$ cat src/rtl/divider_unsigned_iter.sv
// divider_unsigned_iter: multi-cycle restoring unsigned divider with valid/ready handshakes,
// retiring STEPS_PER_CYCLE quotient bits per clock.
module divider_unsigned_iter #(
    parameter int WIDTH           = 32,
    parameter int STEPS_PER_CYCLE = 1
) (
    input  logic             clk,
    input  logic             rst_n,
    input  logic             i_valid,
    output logic             i_ready,
    input  logic [WIDTH-1:0] i_dividend,
    input  logic [WIDTH-1:0] i_divisor,
    output logic             o_valid,
    input  logic             o_ready,
    output logic [WIDTH-1:0] o_quotient,
    output logic [WIDTH-1:0] o_remainder,
    output logic             o_div_by_zero
);
    localparam int N  = WIDTH / STEPS_PER_CYCLE;
    localparam int CW = $clog2(N + 1);

    generate
        if ((STEPS_PER_CYCLE != 1 && STEPS_PER_CYCLE != 2 && STEPS_PER_CYCLE != 4 &&
             STEPS_PER_CYCLE != 8) || (WIDTH % STEPS_PER_CYCLE) != 0) begin : g_bad_param
            $error("divider_unsigned_iter: illegal STEPS_PER_CYCLE/WIDTH combination");
        end
    endgenerate

    typedef enum logic [1:0] {S_IDLE, S_BUSY, S_DONE} state_t;

    state_t          r_state;
    logic [CW-1:0]   r_cnt;
    logic [WIDTH-1:0] r_dvd, r_dvs, r_rem, r_quot, r_o_quot, r_o_rem;
    logic            r_dbz, r_o_dbz, r_i_ready, r_o_valid;
    logic [WIDTH-1:0] w_dvd, w_rem, w_quot;
    logic [WIDTH:0]  w_t;

    assign i_ready       = r_i_ready;
    assign o_valid       = r_o_valid;
    assign o_quotient    = r_o_quot;
    assign o_remainder   = r_o_rem;
    assign o_div_by_zero = r_o_dbz;

    // Chained restoring steps; the shifted remainder is WIDTH+1 bits so the carry-out is kept.
    always_comb begin
        w_dvd  = r_dvd;
        w_rem  = r_rem;
        w_quot = r_quot;
        w_t    = '0;
        for (int s = 0; s < STEPS_PER_CYCLE; s++) begin
            w_t    = {w_rem, w_dvd[WIDTH-1]};
            w_rem  = (w_t >= {1'b0, r_dvs}) ? w_t[WIDTH-1:0] - r_dvs : w_t[WIDTH-1:0];
            w_quot = {w_quot[WIDTH-2:0], w_t >= {1'b0, r_dvs}};
            w_dvd  = w_dvd << 1;
        end
    end

    always_ff @(posedge clk) begin
        if (!rst_n) begin
            r_state   <= S_IDLE;
            r_cnt     <= '0;
            r_dvd     <= '0;
            r_dvs     <= '0;
            r_rem     <= '0;
            r_quot    <= '0;
            r_dbz     <= 1'b0;
            r_o_quot  <= '0;
            r_o_rem   <= '0;
            r_o_dbz   <= 1'b0;
            r_i_ready <= 1'b0;
            r_o_valid <= 1'b0;
        end else begin
            case (r_state)
                S_IDLE: begin
                    r_i_ready <= 1'b1;
                    if (i_valid && r_i_ready) begin
                        r_state   <= S_BUSY;
                        r_i_ready <= 1'b0;
                        r_dvd     <= i_dividend;
                        r_dvs     <= i_divisor;
                        r_dbz     <= (i_divisor == '0);
                        r_rem     <= '0;
                        r_quot    <= '0;
                        r_cnt     <= CW'(N);
                    end
                end
                S_BUSY: begin
                    r_dvd  <= w_dvd;
                    r_rem  <= w_rem;
                    r_quot <= w_quot;
                    r_cnt  <= r_cnt - CW'(1);
                    if (r_cnt == CW'(1)) begin
                        r_state   <= S_DONE;
                        r_o_valid <= 1'b1;
                        r_o_quot  <= w_quot;
                        r_o_rem   <= w_rem;
                        r_o_dbz   <= r_dbz;
                    end
                end
                S_DONE: begin
                    if (o_ready) begin
                        r_state   <= S_IDLE;
                        r_o_valid <= 1'b0;
                        r_i_ready <= 1'b1;
                    end
                end
                default: r_state <= S_IDLE;
            endcase
        end
    end
endmodule

$ cat config.mk
export PLATFORM = sky130hd
export DESIGN_NAME = divider_unsigned_iter
export DESIGN_NICKNAME = d
export VERILOG_FILES = /design/src/rtl/divider_unsigned_iter.sv
export SDC_FILE = /design/constraint.sdc
export NUM_CORES = 1
export LEC_CHECK = 0
export ABC_AREA = 1
export BUFFER_PORTS_ARGS = -buffer_cell sky130_fd_sc_hd__buf_2
export CAP_MARGIN = 10
export CORE_ASPECT_RATIO = 0.8
export CORE_UTILIZATION = 50
export CTS_CLUSTER_DIAMETER = 120
export DETAILED_ROUTE_END_ITERATION = 7
export GPL_ROUTABILITY_DRIVEN = 0
export GPL_TIMING_DRIVEN = 0
export MAX_ROUTING_LAYER = met4
export PLACE_DENSITY_LB_ADDON = 0.12
export SETUP_SLACK_MARGIN = 0.3
export SLEW_MARGIN = 30
export SYNTH_ARGS = -nofsm -noshare
export SYNTH_HDL_FRONTEND = slang
export SYNTH_SLANG_ARGS = --single-unit
$ cat constraint.sdc
create_clock -name clk -period 4.07 [get_ports clk]
set_input_delay 0.814 -clock clk [delete_from_list [all_inputs] [get_ports clk]]
set_output_delay 0.814 -clock clk [all_outputs]
set_load 0.05 [all_outputs]
==> flow_summary.toml, run 1 <==
[run_status]
status = "complete, no violations"

[timing]
period_minus_slack_ns = 2.50
fin_setup_tns_ns = 0
rsz0062_at_grt = "false"
hold_viol_final = 0
setup_viol = 0
slew_headroom_pct = 46.8
clock_skew_ns = 0.0221
worst_pin_slew_ns = 0.798
max_freq_mhz = 400
timing.final.crit_share_pct = 61.5
holdWs_ns = 0.468
slew_viol_final = 0

[worst_setup_path]
rr_startpoint = "r_dvd[31]"
crit_chain = "inv_1, ha_1, inv_1, fa_1, nand2_1, nand2_1, and2_1, nand2_1, nand2_1, nand2_1, nand3_1, nand2_1, nand3_1, nand2_1, nand2_1, a21oi_1"
critPathMaxStageDelay_ns = 0.44
r2r_cells = 16
crit_slowest_cell = "fa_1"
critPathLaunchType = "flop"
crit_path_end_kind = "flop"
rrSetupSlack_ns = 1.57
cp_top_family = "simple AND/OR/NAND/NOR gates"
critPathArrivalTime_ns = 2.94
cp_num_buf_inv = 2
cp.required_ns = 4.51
r2r-end = "r_rem[24]"
cpMostUsedCell = "nand2_1"
critPathMaxFanout = 4
path_class = "flop to flop"

[route]
wl_per_cell_um = 14.6
viasPerCell = 5.09
num_vias = 10500
drt_first_iter_violations = 905
drc = 0
drt-pass1-iter-count = 7
ant_nets = 0
routed_wl_mm = 30.1

[pwr]
finalPower_mw = 6.94
leakagePower_nw = 5.96
power_density_nw_per_um2 = 569
max-vdd-ir-drop_mv = 0.319

[synthesis]
synth_compound_area_share_pct = 13.4
synth_xor_area_share_pct = 1.08
post-synth-top-area-cell = "dfxtp_1"
yosys.area_share.simple_pct = 31.3
synth_cells = 1626
yosysWarnings = 0
synth_edf_count = 0
syn_nets = 1729
yosysTopAreaCellShare_pct = 38.7
synth_seq_cells = 203
syn_avg_cell_area_um2 = 6.47
synth_top_family_by_area = "simple AND/OR/NAND/NOR gates"
synth_area_leaders = "dfxtp_1 39%, nand2_1 18%, inv_1 7.9%, nor2_1 6.3%, a21oi_1 6.2%"
netlist_area_um2 = 10500
ys_dominant_reg_cell = "dfxtp_1"
synthMuxAreaShare_pct = 0
synth_fa_ha_area_share_pct = 4.24
yosysSeqAreaShare_pct = 38.7
synth_cell_type_count = 38
ys_async_sr_fraction_pct = 0

[clock_tree]
ctsResizeCount = 0
h-tree-depth = 1
hold_buffers = 0
cts_tree = "yes"
clock_latency_ns = 0.52
clockBufferDepth = 3
cts_setup_buffers = 0
clock-sinks = 203
cts_buffers = 21
cts_root_buf = "clkbuf_16"
cts.clk_slew.worst_paths_ns = 0.07

[layout]
final_common_cell = "nand2_1"
syn2layout_area_growth_pct = 16.1
layout.nets = 1886
postLayoutCoreUtil_pct = 59.1
diodes = 0
mostFrequentLayoutCells = "517 x nand2_1, 222 x inv_1, 203 x dfxtp_1"
drive_above_1_share_pct = 12.0

[floorplan]
ioPinCount = 135
die_area_um2 = 21600
floorplan.rows = 47
die_y_um = 132
start_util_pct = 50.9
fp.dieW_um = 164
core-area_um2 = 20600

[grt]
grt_max_degree = 15
grt_pass1_wl_mm = 48.1
grt_overflow = 0
grt_usage_pct = 28.8
grt_pass1_vias = 9314
antenna_found_initial = 0

[min_path]
holdPathStages = 2
worstHoldStart = "r_dvs[18]"
hold_path_end = "r_dvs[18]"
hp-class = "flop to flop"

[placement]
port_buffers = 134
place_hpwl_mm = 23.0

[flow_run]
maxCapViolCount = 0
==> power by group <==
group          switching [mW]  leakage [nW]  total (mW)  internal (mW)
Sequential             0.0682          1.64        2.17           2.10
Combinational            1.97          3.98        2.83          0.860
Clock                   0.814         0.329        1.94           1.13
Total                    2.85          5.96        6.94           4.09
==> flip-flops by register name, summed over array words and instances, names as in the netlist <==
name and flops:
r_rem 32, r_state 2, r_dvd 32, o_quotient 32, i_ready 1, o_valid 1
r_dbz 1, r_quot 31, r_dvs 32, o_remainder 32, r_cnt 6, o_div_by_zero 1
==> routing by layer <==
layer	GRT usage [%]	wire length [um]	up-vias
met1	42.4	14900	4683
met5	-	0	-
met4	6.79	642	0
li1	-	-	5383
met3	3.95	2400	44
met2	41.1	12200	390
==> cell usage after synthesis (10+ instances only) <==
cell type / number
inv_1: 222
a21oi_1: 131
a22oi_1: 14
nand3_1: 56
nand2_2: 11
a31oi_1: 18
nand2_1: 517
ha_1: 34
o21ai_0: 70
buf_2: 10
dfxtp_1: 203
clkbuf_1: 49
o21ai_1: 24
xor2_1: 13
nor2_1: 176
nand4_1: 12
==> worst register-to-register path, cell delays in order, from the launching register on <==
cell     delay (ns)
dfxtp_1        0.32
inv_1          0.09
ha_1           0.15
inv_1          0.09
fa_1           0.44
nand2_1        0.11
nand2_1        0.07
and2_1         0.20
nand2_1        0.08
nand2_1        0.13
nand2_1        0.13
nand3_1        0.09
nand2_1        0.07
nand3_1        0.13
nand2_1        0.14
nand2_1        0.06
a21oi_1        0.13
==> final cells by class <==
type | count | area, um2
well taps | 269 | 337
multi-input cells | 1123 | 5260
fillers | 2015 | 8440
clock inverters | 8 | 103
clock buffers | 27 | 578
plain buffers | 70 | 320
inverters | 230 | 866
repair buffers | 134 | 671
flip-flops and latches | 203 | 4060
==> cell families after synthesis <==
| logic type | Yosys count |
|---|---|
| adders and majority gates | 35 |
| AOI/OAI and AO/OA | 266 |
| buffers and inverters | 300 |
| and+or+nand+nor | 809 |
| DFF | 203 |
| xor gates and xnor gates | 13 |
==> worst max path at each step <==
stage / slack (ns) / cells past startpoint / to / start
floorplan: 1.99 / 16 / o_remainder[16] / r_dvd[31]
global placement: 1.54 / 6 / r_dbz / i_divisor[0]
detailed placement: 1.59 / 7 / r_dvs[28] / i_valid
CTS: 1.59 / 16 / o_remainder[16] / r_dvd[31]
global route: 1.39 / 16 / r_rem[24] / r_dvd[31]
finish: 1.57 / 16 / r_rem[24] / r_dvd[31]
==> metrics by stage <==
| step | worst slack, ns | cell area, um2 | instances |
|---|---|---|---|
| floorplan | 1.99 | 10500 | 1626 |
| global placement | 1.54 | 11500 | 2029 |
| detailed placement | 1.59 | 11500 | 2029 |
| CTS | 1.59 | 12200 | 2064 |
| global route | 1.39 | 12200 | 2064 |
| finish | 1.57 | 12200 | 2064 |
No activity file was read; power rests on OpenSTA's default activity.
==> inputs of run 2 (changes only) <==
ABC_AREA = 0   (was 1)
clock period = 2.35 ns   (was 4.07 ns; I/O delays follow)
==> run 2 against run 1 <==
Net effect:
- the flow now finishes with violations (negative setup slack)
- first-iteration DRC count is 6.4% lower
- via count is 8.2% lower
- die area is 9.8% lower
- global-route usage is 1.4 points higher
- clock skew is 0.0086 ns lower
- hold slack worse by 0.26 ns
- design area is 7.0% higher
- sequential cell count stayed put
- non-clock buffer count is 66 higher
- critical endpoint is now o_remainder[26]
==> flow_summary.toml, run 2 <==
[timing]
timing.final.crit_share_pct = 122
fin_setup_tns_ns = -20.63
slew_viol_final = 0
setup_ws_ns = -0.521
clock_skew_ns = 0.0135
rsz0062_at_grt = "true"
slew_headroom_pct = 42.2
hold_viol_final = 0
max_freq_mhz = 348
period_minus_slack_ns = 2.87
worst_pin_slew_ns = 0.867
setup_viol = 66

[synthesis]
ys_async_sr_fraction_pct = 0
netlist_area_um2 = 9470
synth_area_leaders = "dfxtp_1 43%, nand2_1 10%, a21oi_1 9.5%, ha_1 4.5%, o21ai_0 2.7%"
syn_avg_cell_area_um2 = 8.01
synth_seq_cells = 203
synth_cells = 1182
synth_edf_count = 0
yosysSeqAreaShare_pct = 42.9
syn_nets = 1285
yosysWarnings = 0
ys_dominant_reg_cell = "dfxtp_1"
post-synth-top-area-cell = "dfxtp_1"
synth_most_common_cell = "nand2_1"
yosys-top-cells-count = "256 x nand2_1, 203 x dfxtp_1, 179 x a21oi_1"
yosysTopAreaCellShare_pct = 42.9
synth_cell_type_count = 70

[route]
drt_first_iter_violations = 847
drt-pass1-iter-count = 5
num_vias = 9643
wl_per_cell_um = 18.3
met1_length_mm = 13.7
drc = 0
routed_wl_mm = 30.4
ant_nets = 0
wl_met3_mm = 2.40
viasPerCell = 5.80
dr_wl_met2_mm = 13.6
dr.max_layer_used = "met4"

[floorplan]
start_util_pct = 51.7
core-area_um2 = 18300
ioPinCount = 135
die_area_um2 = 19500
floorplan.rows = 44
die_y_um = 125
fp.dieW_um = 156

[clock_tree]
cts_buffers = 21
h-tree-depth = 1
cts_root_buf = "clkbuf_16"
clock-sinks = 203
cts.clk_slew.worst_paths_ns = 0.06
cts_tree = "yes"
clock_latency_ns = 0.51
clockBufferDepth = 3

[worst_setup_path]
cp.required_ns = 2.77
critPathLaunchType = "flop"
path_class = "flop to flop"
r2r_cells = 13
critPathMaxFanout = 3
rr_startpoint = "r_dvd[31]"
cp_num_buf_inv = 2
crit_path_end_kind = "flop"
crit_slowest_cell = "fa_2"
r2r-end = "o_remainder[26]"
critPathMaxStageDelay_ns = 0.36
rrSetupSlack_ns = -0.52
cp_top_family = "compound AO/OA/AOI/OAI gates"
crit_chain = "inv_2, ha_4, inv_2, fa_2, a21o_4, a221oi_4, a211oi_2, o22a_2, a31o_4, a31oi_4, xnor2_2, mux2i_4, a211oi_2"
critPathArrivalTime_ns = 3.29

[layout]
fin_cells = 1662
syn2layout_area_growth_pct = 37.9
final_common_cell = "nand2_1"
layout.nets = 1500
drive_above_1_share_pct = 32.3
diodes = 0
mostFrequentLayoutCells = "246 x nand2_1, 179 x dfxtp_1, 154 x a21oi_1"
fillCellCount = 1407

[grt]
grt_pass1_wl_mm = 45.6
grt_pass1_vias = 8654
grt_max_degree = 15
grt_overflow = 0
antenna_found_initial = 0
grt_usage_pct = 30.2

[run_status]
status = "finished with violations"
violations = "negative setup slack"

[min_path]
hold_path_end = "r_dvs[30]"
hp-class = "input port to flop"
worstHoldStart = "i_divisor[30]"
holdPathStages = 3

[placement]
dp_slack_ns = -0.669
dp_cells = 1570
port_buffers = 134
place_hpwl_mm = 19.8

[flow_run]
maxCapViolCount = 0
## run 2: cell types whose count changed after synthesis, moves of 19 or more
cell      delta
xnor2_1     +19
a21o_1      +19
nand2_1    -261
a211oi_1    +22
nor2_1     -129
inv_1      -182
mux2i_1     +25
o21ai_1     -21
a21oi_1     +48
## run 2: through the flow
step                      instance area [um2]  utilization, %  hold slack, ns
after CTS                               12500            68.0           0.202
after global placement                  10700            58.3           0.437
final                                   13100            71.2           0.213
after floorplan                          9700               -           0.426
after global routing                    13100            71.2           0.207
after detailed placement                10700            58.4           0.440
## run 2: metal layers
| layer | up-vias | GRT usage, % |
|---|---|---|
| li1 | 4579 | - |
| met2 | 410 | 44.2 |
| met5 | - | - |
| met1 | 4588 | 43.0 |
| met3 | 66 | 5.27 |
| met4 | 0 | 6.98 |
## run 2: logic make-up (layout without fill, tap and decap cells)
group | after synthesis | after routing | synth area share (%)
fa+ha+maj | 35 | 35 | 4.70
compound gates | 360 | 360 | 23.3
simple gates | 413 | 413 | 18.9
flops | 203 | 203 | 42.9
mux | 25 | 25 | 2.64
buf+inv | 119 | 346 | 5.05
xor+xnor | 27 | 27 | 2.50
## run 2: final cells by class
type / count / area [um2] / share of cell area, %
Tap cell: 253 / 317 / 2.42
Clock inverter: 5 / 60.1 / 0.460
Inverter: 41 / 154 / 1.18
Multi-Input combinational cell: 860 / 6130 / 46.9
Clock buffer: 30 / 619 / 4.74
Sequential cell: 203 / 4100 / 31.4
Buffer: 78 / 434 / 3.33
Timing Repair Buffer: 192 / 1240 / 9.49
## run 2: what timing repair did
action | in CTS | in global routing
hold buffers | 0 | 0
endpoints found under the setup margin | 171 | 166
pin swaps | 41 | 57
buffers inserted | 33 | 20
cloned | 4 | 0
hold endpoints to repair | 0 | 0
gates resized for setup | 166 | 134
## run 2: worst max path at each step
stage,endpoint,startpoint,depth (start not counted)
detailed placement,r_rem[26],r_dvd[31],13
finish,o_remainder[26],r_dvd[31],13
global placement,r_rem[26],r_dvd[31],13
global route,o_remainder[26],r_dvd[31],13
floorplan,o_remainder[26],r_dvd[31],13
CTS,o_remainder[26],r_dvd[31],13
## run 2: worst register-to-register path, stage by stage, from the launching register on
cell	delay [ns]
dfxtp_2	0.34
inv_2	0.07
ha_4	0.13
inv_2	0.03
fa_2	0.36
a21o_4	0.24
a221oi_4	0.30
a211oi_2	0.16
o22a_2	0.27
a31o_4	0.25
a31oi_4	0.17
xnor2_2	0.15
mux2i_4	0.12
a211oi_2	0.21
Power of run 2 is not shown: default switching activity piles up to over one toggle a cycle in this logic, so the estimate is an artifact.
==> inputs of run 3 (changes only) <==
ABC_AREA = 1   (was 0)
==> run 3 against run 2 <==
Net effect:
- the flow now finishes without violations
- wire length increased by 9.8%
- clock skew shrank 0.0039 ns
- critical path depth grew 4
- fmax rose by 33%
- design area up 7.6%
- clock-buffer cell count is the same
- register-to-register slack improved by 0.71 ns
- cell count rose by 28%
- core utilization down 3.2 points
- non-clock buffer count is 9 lower
==> flow_summary.toml, run 3 (synthesis gave the netlist of run 1 again) <==
[run_status]
status = "complete, no violations"

[floorplan]
start_util_pct = 50.9
ioPinCount = 135
fp.dieW_um = 164
core-area_um2 = 20600
die_area_um2 = 21600
floorplan.rows = 47
die_y_um = 132

[route]
wl_per_cell_um = 15.7
viasPerCell = 5.27
num_vias = 11200
ant_nets = 0
routed_wl_mm = 33.3
drt_first_iter_violations = 907
drc = 0
drt-pass1-iter-count = 5

[clock_tree]
clock-sinks = 203
clock_latency_ns = 0.51
cts.clk_slew.worst_paths_ns = 0.06
cts_tree = "yes"
cts_root_buf = "clkbuf_16"
clockBufferDepth = 3
h-tree-depth = 1
cts_buffers = 22

[pwr]
leakagePower_nw = 6.47
p_seq_share_pct = 26.2
power_density_nw_per_um2 = 1030
power.internal_mw = 8.43
clkPwrFrac_pct = 23.5
switching_share_pct = 41.9
max-vdd-ir-drop_mv = 0.638
combPwrFrac_pct = 50.3
switchingPower_mw = 6.08
finalPower_mw = 14.5

[timing]
timing.final.crit_share_pct = 91.7
max_freq_mhz = 464
slew_headroom_pct = 47.5
worst_pin_slew_ns = 0.787
fin_setup_tns_ns = 0
setup_viol = 0
clock_skew_ns = 0.00963
slew_viol_final = 0
hold_viol_final = 0
holdWs_ns = 0.213
period_minus_slack_ns = 2.16
rsz0062_at_grt = "true"

[worst_setup_path]
crit_chain = "inv_2, ha_4, inv_4, fa_2, nand2_2, nand2_2, and2_4, nand3_2, nand3_2, nand2_2, nand2_1, nand2_1, nand3_2, nand2_2, nand2_1, nand2_1, inv_1"
crit_path_end_kind = "flop"
path_class = "flop to flop"
critPathArrivalTime_ns = 2.56
crit_start = "r_dvd[31]"
r2r_cells = 17
cp_num_buf_inv = 3
cp_top_family = "simple AND/OR/NAND/NOR gates"
critPathLaunchType = "flop"
rr_startpoint = "r_dvd[31]"
cp.required_ns = 2.76
critPathMaxStageDelay_ns = 0.36
critPathMaxFanout = 4
cp.depth = 17
crit_slowest_cell = "fa_2"

[layout]
diodes = 0
fillCellCount = 1758
postLayoutCoreUtil_pct = 68.0
layout.nets = 1944
drive_above_1_share_pct = 30.4
postLayoutCellArea_um2 = 14000
syn2layout_area_growth_pct = 33.6
mostFrequentLayoutCells = "409 x nand2_1, 196 x inv_1, 166 x dfxtp_1"
final_common_cell = "nand2_1"

[placement]
place_hpwl_mm = 23.1
port_buffers = 134
postPlaceCellArea_um2 = 11500

[min_path]
hp-class = "input port to flop"
holdPathStages = 3
worstHoldStart = "i_divisor[21]"

[flow_run]
maxCapViolCount = 0

[grt]
grt_pass1_wl_mm = 50.2
grt_pass1_vias = 9917
antenna_found_initial = 0
grt_max_degree = 14
grt_usage_pct = 29.9
grt_overflow = 0
==> run 3: cell types whose count changed in the layout (fill, tap and decap cells not counted), sizes merged, moves of 18 or more <==
cell    change
nand2     +274
a211oi     -23
a21oi      -50
o21ai      +39
inv       +187
a21o       -19
xnor2      -19
a22oi      -18
nor2      +138
mux2i      -25
==> run 3: path summary, 6_finish.rpt <==
check	slack [ns]	endpoint
setup reg to reg	0.19	o_remainder[28]
setup / recovery	0.19	o_remainder[28]
hold reg to reg	0.47	r_dvd[18]
hold / removal	0.21	r_dvs[21]
==> run 3: worst reg2reg max path: cells and delay by family (launching register included) <==
kind                     cells  cell delay, ns
AND/OR/NAND/NOR             12            1.08
buffers and inverters        3            0.13
flip-flops                   1            0.34
adder cells (fa/ha/maj)      2            0.49
==> run 3: through the flow <==
stage	std cells	setup WS, ns
floorplan	1626	0.322
global placement	2029	-0.0473
detailed placement	2029	-0.0620
CTS	2095	0.200
global route	2125	0.0894
finish	2125	0.194
==> run 3: layout make-up <==
class	instances	area, um2	area share (%)
multi-input cells	1123	6490	46.3
repair buffers	191	1140	8.13
inverters	230	878	6.26
well taps	269	337	2.40
clock buffers	30	632	4.50
plain buffers	70	372	2.65
clock inverters	9	77.6	0.552
flip-flops and latches	203	4110	29.3
==> run 3: layer usage <==
metal | routed length [um] | part of all wire, % | GRT usage (%)
met1 | 15200 | 46 | 43.0
met2 | 14100 | 42 | 43.1
met3 | 2900 | 8.7 | 4.32
met4 | 1090 | 3.3 | 8.69
met5 | 0 | 0 | -
==> run 3: power groups by stage <==
stage | clock network, mW | registers, mW | logic (mW)
6_report | 3.41 | 3.81 | 7.30
5_1_grt | 3.58 | 3.83 | 7.78
4_1_cts | 3.45 | 3.78 | 5.81
3_5_place_dp | 0 | 3.83 | 4.80
3_3_place_gp | 0 | 3.82 | 4.74
2_1_floorplan | 0 | 3.89 | 3.40
==> run 3: what timing repair did <==
| action | in CTS | in global routing |
|---|---|---|
| pin swaps | 23 | 70 |
| resized for setup | 142 | 225 |
| hold buffers | 0 | 0 |
| cloned | 0 | 2 |
| endpoints found under the setup margin | 69 | 89 |
| buffers inserted | 27 | 28 |
